$ cat config.mk
export PLATFORM = sky130hd
export DESIGN_NAME = uart_tx_parity_flat
export DESIGN_NICKNAME = d
export VERILOG_FILES = /design/src/rtl/uart_pkg.sv /design/src/rtl/uart_tx_parity_if.sv /design/src/rtl/uart_bit_timer.sv /design/src/rtl/uart_tx_parity.sv /design/src/flat_wrapper.sv
export SDC_FILE = /design/constraint.sdc
export NUM_CORES = 1
export LEC_CHECK = 0
export ABC_AREA = 1
export CAP_MARGIN = 20
export CORE_MARGIN = 8
export CORE_UTILIZATION = 45
export CTS_CLUSTER_DIAMETER = 100
export DETAILED_ROUTE_END_ITERATION = 7
export GPL_ROUTABILITY_DRIVEN = 0
export PLACE_DENSITY = 0.67
export SLEW_MARGIN = 5
export SYNTH_ARGS = -nofsm -noshare
export SYNTH_HDL_FRONTEND = slang
export SYNTH_SLANG_ARGS = --single-unit
export TNS_END_PERCENT = 10
$ cat constraint.sdc
create_clock -name clk -period 1.7 [get_ports clk]
set_input_delay 0.34 -clock clk [delete_from_list [all_inputs] [get_ports clk]]
set_output_delay 0.34 -clock clk [all_outputs]
set_load 0.01 [all_outputs]
$ cat src/rtl/uart_pkg.sv
// Shared UART definitions: frame state encoding, data width, parity modes.
package uart_pkg;

   localparam int DATA_BITS   = 8;
   localparam int PARITY_EVEN = 0;
   localparam int PARITY_ODD  = 1;

   typedef enum logic [2:0] {
      S_IDLE   = 3'd0,
      S_START  = 3'd1,
      S_DATA   = 3'd2,
      S_PARITY = 3'd3,
      S_STOP   = 3'd4
   } uart_state_t;

   // Parity bit for a byte: even parity makes the total count of ones even.
   function automatic logic parity_bit(input logic [DATA_BITS-1:0] data, input logic odd);
      return (^data) ^ odd;
   endfunction

endpackage

$ cat src/rtl/uart_tx_parity_if.sv
// Producer-side byte handshake into the UART transmitter.
interface uart_tx_parity_if;
   import uart_pkg::*;

   logic                 tx_valid;
   logic [DATA_BITS-1:0] tx_data;
   logic                 tx_ready;

   modport master (output tx_valid, output tx_data, input tx_ready);
   modport slave  (input tx_valid, input tx_data, output tx_ready);

endinterface

$ cat src/rtl/uart_bit_timer.sv
// Bit-period timer: counts 0..last while enabled and flags the final cycle.
module uart_bit_timer #(
   parameter int CNT_W = 3
) (
   input  logic             clk,
   input  logic             rst,
   input  logic             enable,
   input  logic [CNT_W-1:0] last,
   output logic [CNT_W-1:0] count,
   output logic             bit_end
);

   assign bit_end = enable && (count == last);

   // Advance within the bit period, wrapping to zero on the boundary.
   always_ff @(posedge clk or posedge rst) begin
      if (rst) begin
         count <= '0;
      end else if (enable) begin
         count <= bit_end ? '0 : count + 1'b1;
      end
   end

endmodule

$ cat src/rtl/uart_tx_parity.sv
// UART transmitter: start, 8 data bits LSB first, parity, stop bit(s),
// with a one-entry holding buffer so frames can go out back-to-back.
//
// state    | meaning
// S_IDLE   | line high, waiting for a buffered byte
// S_START  | start bit (low)
// S_DATA   | data bits, LSB first
// S_PARITY | parity bit
// S_STOP   | stop bit(s) high; last cycle pulses done
module uart_tx_parity #(
   parameter int CLKS_PER_BIT = 8,
   parameter int PARITY_ODD   = 0,
   parameter int STOP_BITS    = 1
) (
   input  logic              clk,
   input  logic              rst,
   uart_tx_parity_if.slave   tx,
   output logic              data_line,
   output logic              busy,
   output logic              done
);
   import uart_pkg::*;

   localparam int STOP_CLKS = CLKS_PER_BIT * STOP_BITS;
   localparam int CNT_W     = (STOP_CLKS > 2) ? $clog2(STOP_CLKS) : 1;
   localparam int IDX_W     = $clog2(DATA_BITS);

   localparam logic [CNT_W-1:0] BIT_LAST  = CNT_W'(CLKS_PER_BIT - 1);
   localparam logic [CNT_W-1:0] STOP_LAST = CNT_W'(STOP_CLKS - 1);
   // One cycle ahead of the stop period's end, so done can be registered.
   localparam logic [CNT_W-1:0] STOP_PRE  = CNT_W'(STOP_CLKS - 2);
   localparam logic [IDX_W-1:0] IDX_LAST  = IDX_W'(DATA_BITS - 1);
   localparam logic             ODD_MODE  = (PARITY_ODD != PARITY_EVEN);

   uart_state_t          state;
   logic [DATA_BITS-1:0] shift;
   logic                 parity;
   logic [IDX_W-1:0]     bit_idx;

   logic                 buf_full;
   logic [DATA_BITS-1:0] buf_data;

   logic [CNT_W-1:0]     count;
   logic                 bit_end;
   logic                 timer_en;
   logic [CNT_W-1:0]     timer_last;
   logic                 pop;
   logic                 push;

   assign timer_en    = (state != S_IDLE);
   assign timer_last  = (state == S_STOP) ? STOP_LAST : BIT_LAST;
   // Buffer drains into the shifter from idle, or straight from the final stop cycle.
   assign pop         = buf_full && ((state == S_IDLE) || ((state == S_STOP) && bit_end));
   assign push        = tx.tx_valid && !buf_full;
   assign tx.tx_ready = !buf_full;

   uart_bit_timer #(.CNT_W(CNT_W)) u_timer (
      .clk     (clk),
      .rst     (rst),
      .enable  (timer_en),
      .last    (timer_last),
      .count   (count),
      .bit_end (bit_end)
   );

   // Holding buffer: filled by the producer, emptied when a frame is launched.
   always_ff @(posedge clk or posedge rst) begin
      if (rst) begin
         buf_full <= 1'b0;
         buf_data <= '0;
      end else if (pop) begin
         buf_full <= 1'b0;
      end else if (push) begin
         buf_full <= 1'b1;
         buf_data <= tx.tx_data;
      end
   end

   // Frame sequencer with registered line, busy and done outputs.
   always_ff @(posedge clk or posedge rst) begin
      if (rst) begin
         state     <= S_IDLE;
         shift     <= '0;
         parity    <= 1'b0;
         bit_idx   <= '0;
         data_line <= 1'b1;
         busy      <= 1'b0;
         done      <= 1'b0;
      end else begin
         done <= 1'b0;
         if (pop) begin
            shift     <= buf_data;
            parity    <= parity_bit(buf_data, ODD_MODE);
            bit_idx   <= '0;
            state     <= S_START;
            data_line <= 1'b0;
            busy      <= 1'b1;
         end else begin
            case (state)
               S_IDLE: begin
                  data_line <= 1'b1;
               end
               S_START: begin
                  if (bit_end) begin
                     state     <= S_DATA;
                     data_line <= shift[0];
                  end
               end
               S_DATA: begin
                  if (bit_end) begin
                     if (bit_idx == IDX_LAST) begin
                        state     <= S_PARITY;
                        data_line <= parity;
                     end else begin
                        shift     <= shift >> 1;
                        data_line <= shift[1];
                        bit_idx   <= bit_idx + 1'b1;
                     end
                  end
               end
               S_PARITY: begin
                  if (bit_end) begin
                     state     <= S_STOP;
                     data_line <= 1'b1;
                  end
               end
               S_STOP: begin
                  if (bit_end) begin
                     state <= S_IDLE;
                     busy  <= 1'b0;
                  end else if (count == STOP_PRE) begin
                     done <= 1'b1;
                  end
               end
               default: begin
                  state     <= S_IDLE;
                  data_line <= 1'b1;
                  busy      <= 1'b0;
               end
            endcase
         end
      end
   end

endmodule

$ cat src/flat_wrapper.sv
// flat-port wrapper written by rule: the top's interface ports become plain ports
module uart_tx_parity_flat import uart_pkg::*;
#(
   parameter int CLKS_PER_BIT = 8,
   parameter int PARITY_ODD   = 0,
   parameter int STOP_BITS    = 1
)
  (clk, rst, data_line, busy, done, tx_tx_valid, tx_tx_data, tx_tx_ready);
  uart_tx_parity_if tx_i ();
  input  logic clk;
  input  logic rst;
  output logic data_line;
  output logic busy;
  output logic done;
  input wire logic [$bits(tx_i.tx_valid)-1:0] tx_tx_valid;
  input wire logic [$bits(tx_i.tx_data)-1:0] tx_tx_data;
  output wire logic [$bits(tx_i.tx_ready)-1:0] tx_tx_ready;
  assign tx_i.tx_valid = tx_tx_valid;
  assign tx_i.tx_data = tx_tx_data;
  assign tx_tx_ready = tx_i.tx_ready;
  uart_tx_parity #(.CLKS_PER_BIT(CLKS_PER_BIT), .PARITY_ODD(PARITY_ODD), .STOP_BITS(STOP_BITS)) u_core (.clk(clk), .rst(rst), .tx(tx_i), .data_line(data_line), .busy(busy), .done(done));
endmodule
* Word-level counts from Yosys, hierarchy flattened
Index checks and enable logic that the tools add are counted.
** Operators by class
- Reduce and logical (&&, ||, !) cells :: 18
- Bitwise logic cells :: 1
- Add/subtract/negate cells :: 2
- Order comparisons :: 0
- Muxes and demuxes :: 31
- Eq/ne operators :: 16
- Shifts and indexed selects :: 0
- Div/mod/pow operators :: 0
- Multiply operators :: 0
** Operator list (number)
- $mux W3 :: 11
- $mux W8 :: 4
- $ne A3 B1 Y1 const B :: 5
- $pmux W3 S5 :: 1
- $mux W1 :: 13
- $eq A3 B3 Y1 const B :: 4
- $ne A2 B1 Y1 const B :: 4
- $reduce_xor A8 Y1 :: 1
- $add A3 B1 Y3 const B :: 2
- $eq A3 B2 Y1 const B :: 2
- $reduce_and A6 Y1 :: 1
- $reduce_bool A2 Y1 :: 3
- $logic_and A1 B1 Y1 :: 4
- $pmux W1 S4 :: 1
- $reduce_and A2 Y1 :: 2
- $reduce_and A4 Y1 :: 1
- $reduce_or A4 Y1 :: 1
- $eq A3 B1 Y1 const B :: 1
- $logic_not A3 Y1 :: 1
- $reduce_and A3 Y1 :: 1
- $reduce_bool A3 Y1 :: 1
- $pmux W1 S2 :: 1
- $logic_not A1 Y1 :: 1
- $logic_or A1 B1 Y1 :: 1
- $not A1 Y1 :: 1
** Word-level totals
- RAM bits :: 0
- Logic and storage cells :: 78
- Flip-flop bits (word level) :: 30
- Output and inout port bits :: 4
- Memory bits (read-only) :: 0
- Bits in latches :: 0
- Memories kept :: 0

* Logic depth before layout (Yosys ltp)
- Word-level depth :: 7
- Depth in mapped cells :: 9
- Gate-level depth less buffers :: 9

* Modules after synthesis
From an unflattened synthesis, not the netlist that was laid out.
** Second synthesis, totals
- Cells, all modules :: 217
- Area, all modules :: 1614.0 um2
** Modules (own cells, without submodules)
- uart_tx_parity :: cells an instance 180, area each 1390.1 um2, sequential area each 676.9 um2, instances 1
- uart_bit_timer :: cells an instance 37, area each 224.0 um2, sequential area each 75.1 um2, instances 1

* Worst setup path after synthesis
No wires, ideal clock.
- Path type :: flip-flop to flip-flop
- From :: register u_core.u_timer.count[0]
- To :: register u_core.shift[1]
- Cell stages (with the launch flop) :: 10
- Slack :: 162 ps
- Arrival :: 1417 ps
- Clock period less this slack :: 1538 ps
- Buffers on the path :: 1
- Data required time :: 1579 ps
- Path through :: dfrtp_1 > ha_1 > ha_1 > inv_1 > nand2_1 > nand3_4 > buf_6 > nor2_2 > a21oi_1 > nand2_1
** On the way
- Word-level cells in the longest chain between the ends :: 7
** Ends and longest elaborated chain
- from (decl) :: line uart_bit_timer.sv:9 : output logic [CNT_W-1:0] count,
- from (signal assigned) :: line uart_bit_timer.sv:20 : count <= bit_end ? '0 : count + 1'b1;
- $eq A3 B3 Y1 * :: line uart_bit_timer.sv:13 : assign bit_end = enable && (count == last);
- $logic_and A1 B1 Y1 * :: line uart_bit_timer.sv:13
- $logic_and A1 B1 Y1 :: line uart_tx_parity.sv:53 : assign pop = buf_full && ((state == S_IDLE) || ((state == S_STOP) && bit_end));
- $logic_or A1 B1 Y1 :: line uart_tx_parity.sv:53
- $logic_and A1 B1 Y1 :: line uart_tx_parity.sv:53
- $ne A2 B1 Y1 (no source line) / $reduce_bool A2 Y1 (equally long branches)
- $reduce_and A3 Y1 (no source line)
- to (signal assigned) :: line uart_tx_parity.sv:92 : shift <= buf_data;
- to (signal assigned) :: line uart_tx_parity.sv:115 : shift <= shift >> 1;
- to (decl) :: line uart_tx_parity.sv:36 : logic [DATA_BITS-1:0] shift;
Every way passes the cells marked *; elsewhere a longest branch is shown, timed or not.
A chain may end at the register's enable or synchronous reset.

* Final worst setup path
- From :: register u_core.u_timer.count[0]
- To :: register u_core.shift[7]
Same word-level chain as after synthesis.

==> results.md <==
- Outcome: finished, final reports clean
- Clock Path Buffers: 2
- Max cap viols: 0
- Crit path DAT: between 1.5 and 2 ns
- Largest net degree at the start of global routing: 31
- Part of the cycle the worst path needs: 0.9146
- Post-CTS Setup Bufs: 0
- Drt via density: 4.635
- CTS H-Tree Depth: 2
- Routed vias: 1284
- Power Density: between 1500 and 2000 nW/um^2
- Synthesized-area fraction occupied by adder cells: 0.03891
- Pwr Total: between 3 and 4 mW
- CTS tree: yes
- Yosys reg bits: 30
- Num rows: 21
- Slowest CP cell: dfrtp_1
- Wirelength per Cell: 10.64 microns
- Starting Density: 0.4743
- Final instance count without filler cells: 277
- First-pass GRT wire length: 5064 microns
- Vias in the first global route: 1280
- DR iter-0 viols: 49
- Synth warn: 0
- M1 WL: 1367 microns
- Total GRT Usage: 0.1165
- Critical path startpoint: u_core.u_timer.count[0]$_DFFE_PP0N_
- CP Max Fanout: 10
- Worst slew pin tran: roughly 0.39 ns
- Cell family with most CP delay: adder cells
- Max VDD drop: 737.0 uV
- Sequential-to-total area share from yosys stat: 0.4677
- Layout Area Growth over Synthesis: 15.95%
- Worst-path cell chain: ha_1, ha_1, inv_2, nand2_2, nand3_4, nand2_4, inv_4, nand2_1, o21ai_1
- Final setup margin: between 0.1 and 0.15 ns
- Peak per-stage delay on the critical path: 0.41 ns
- Worst-Skew Late Latency: 0.32 ns
- Crit path capture type: flop
- Critical path type: reg -> reg
- Post-Syn Instances: 208
- Worst Path Buf+Inv: 2
- Met2 wire len: 1416 microns
- CP Launch Type: flop
- Synth Cell Area: ~1600 sq um
- Synth Area in Compound Gates: 0.08560
- Synth area leaders: dfrtp_1, nand2_1, a21oi_1, nor2_1, inv_1
- Largest family of logic cells by synthesized area: simple AND/OR/NAND/NOR gates
- Total CTS buffers: 5
- Port Buffers: 14
- Final TNS setup: 0 ns
- Uppermost routed layer: met4
- Grt total ovfl: 0
- Syn nets: 224
- Post-route ant nets: 0
- Final #Nets: 246
- Fmax: 643.1 MHz
- Mux contribution to synthesized area: 0
- Normalized max-slew margin: 0.7432
- Clk slew on worst S/H paths: about 0.09 ns
- Yosys cell types: 26
- Horiz. Die Dim: 75.78 microns
- Finished Core Util: 0.5500
- Post-Place Setup Slack: 0.06908 ns
- Clock Skew: 0.003311 ns
- Drt pass-1 iters: 4
- CTS root buf: clkbuf_4
- HPWL Detailed: 2127 microns
- Xor/xnor cell area share of the yosys netlist: 0.01089
- Antenna cells: 0
- Remaining DRCs: 0
- Synth area leader: dfrtp_1
- WP data required: 1.95 ns
- Core Region: roughly 3400 sq um
- Most frequent CP cell: ha_1
- Ports: 15
- Die height: 75.78 microns
- Placed Instances: 268
- Synth Area in Simple Gates: 0.3276
- Final setup viols: 0
- Die area: 5742 sq um
- HP Class: in -> async
- Final min period: 1.555 ns
- Met3 wire len: 108 microns
- RSZ-0062 raised after global routing: false
- Post-synth top area share: 0.4514
- Clock sink count: 30
- Routed WL: 2946 microns
- Slew Limit Fails: 0
- Mapped Avg Cell Area: 7.730 sq um
- Hold Vio Cnt, Final: 0
- Leakage Power: 1.015 nW
- Crit Reg-Reg Startpoint: u_core.u_timer.count[0]$_DFFE_PP0N_
- Layout cell share with drive strength beyond 1: 0.1385
- Initial antenna violation count: 0
cell type report:
class / count / area (sq um)
clock buffer: 8 / 48.80
sequential: 30 / 752.0
timing repair buffer: 16 / 156.4
multi-input combinational: 154 / 757.0
inverter: 23 / 92.59
fill: 313 / 1525
tap: 46 / 57.56
stage by stage:
step / hold WS [ns] / instance area (sq um)
after floorplan: 0.4301 / 1608
after global placement: 0.4567 / 1802
after detailed placement: 0.4565 / 1802
after CTS: 0.3839 / 1849
after global routing: 0.4353 / 1864
final: 0.3772 / 1864
cell usage after synthesis:
| cell | n |
|---|---|
| a21oi_1 | 17 |
| a21oi_2 | 1 |
| buf_4 | 1 |
| buf_6 | 1 |
| clkinv_2 | 1 |
| dfrtp_1 | 29 |
| dfstp_2 | 1 |
| ha_1 | 5 |
| inv_1 | 18 |
| inv_2 | 2 |
| inv_4 | 2 |
| nand2_1 | 82 |
| nand2_2 | 2 |
| nand2_4 | 2 |
| nand3_1 | 3 |
| nand3_2 | 2 |
| nand3_4 | 1 |
| nand3b_1 | 1 |
| nor2_1 | 20 |
| nor2_2 | 6 |
| nor2_4 | 1 |
| o21ai_0 | 6 |
| o21ai_1 | 1 |
| o21ai_2 | 1 |
| xnor2_1 | 1 |
| xor2_1 | 1 |
path summary, 6_finish.rpt:
check | slack [ns] | cells after the start | endpoint
max in group asynchronous | 1.00 | 3 | u_core.data_line$_DFFE_PP1P_
hold reg to reg | 0.47 | 2 | u_core.data_line$_DFFE_PP1P_
setup / recovery | 0.15 | 9 | u_core.shift[7]$_DFFE_PP0P_
setup reg to reg | 0.15 | 9 | u_core.shift[7]$_DFFE_PP0P_
min in group clk | 0.47 | 2 | u_core.data_line$_DFFE_PP1P_
hold / removal | 0.38 | 3 | u_core.buf_data[3]$_DFFE_PP0P_
tightest hold or removal path, stage by stage:
cell,delay [ns]
clkdlybuf4s50_1,0.39
inv_1,0.05
buf_4,0.34
cell usage in the layout (no fill, tap or decap), drive strengths merged, types with 5 or more instances in the layout:
| master | n |
|---|---|
| a21oi | 18 |
| clkbuf | 8 |
| clkdlybuf4s50 | 12 |
| dfrtp | 29 |
| ha | 5 |
| inv | 22 |
| nand2 | 86 |
| nand3 | 7 |
| nor2 | 27 |
| o21ai | 8 |
logic make-up (layout without fill, tap and decap cells):
| logic type | Yosys count | in the layout |
|---|---|---|
| compound gates | 26 | 26 |
| xor+xnor | 2 | 2 |
| fa+ha+maj | 5 | 5 |
| buf+inv | 25 | 47 |
| flops | 30 | 30 |
| simple gates | 120 | 121 |
registers in the layout, summed over array words and instances, names as in the netlist:
register / cells
u_core.bit_idx: 3
u_core.buf_data: 8
u_core.buf_full: 1
u_core.busy: 1
u_core.data_line: 1
u_core.done: 1
u_core.parity: 1
u_core.shift: 8
u_core.state: 3
u_core.u_timer.count: 3
layer usage:
metal / track usage / vias up
met5: 0 / -
met4: 0.05330 / 0
met3: 0.03158 / 8
met2: 0.1996 / 20
met1: 0.1309 / 565
li1: - / 691
where the power goes:
part	total (mW)	internal (mW)	switching, mW	leakage [nW]
Clock	0.399	0.165	0.235	0.0265
Combinational	1.87	0.694	1.17	0.633
Sequential	1.30	1.06	0.245	0.354
Total	3.57	1.92	1.65	1.01
repair_timing:
item / 4_1_cts / 5_1_grt
endpoints found under the setup margin: 1 / 14
hold buffers: 0 / 0
gates resized for setup: 1 / 3
gates cloned: 0 / 1
pin swaps: 0 / 1
Power figures use the tool's default switching activity.
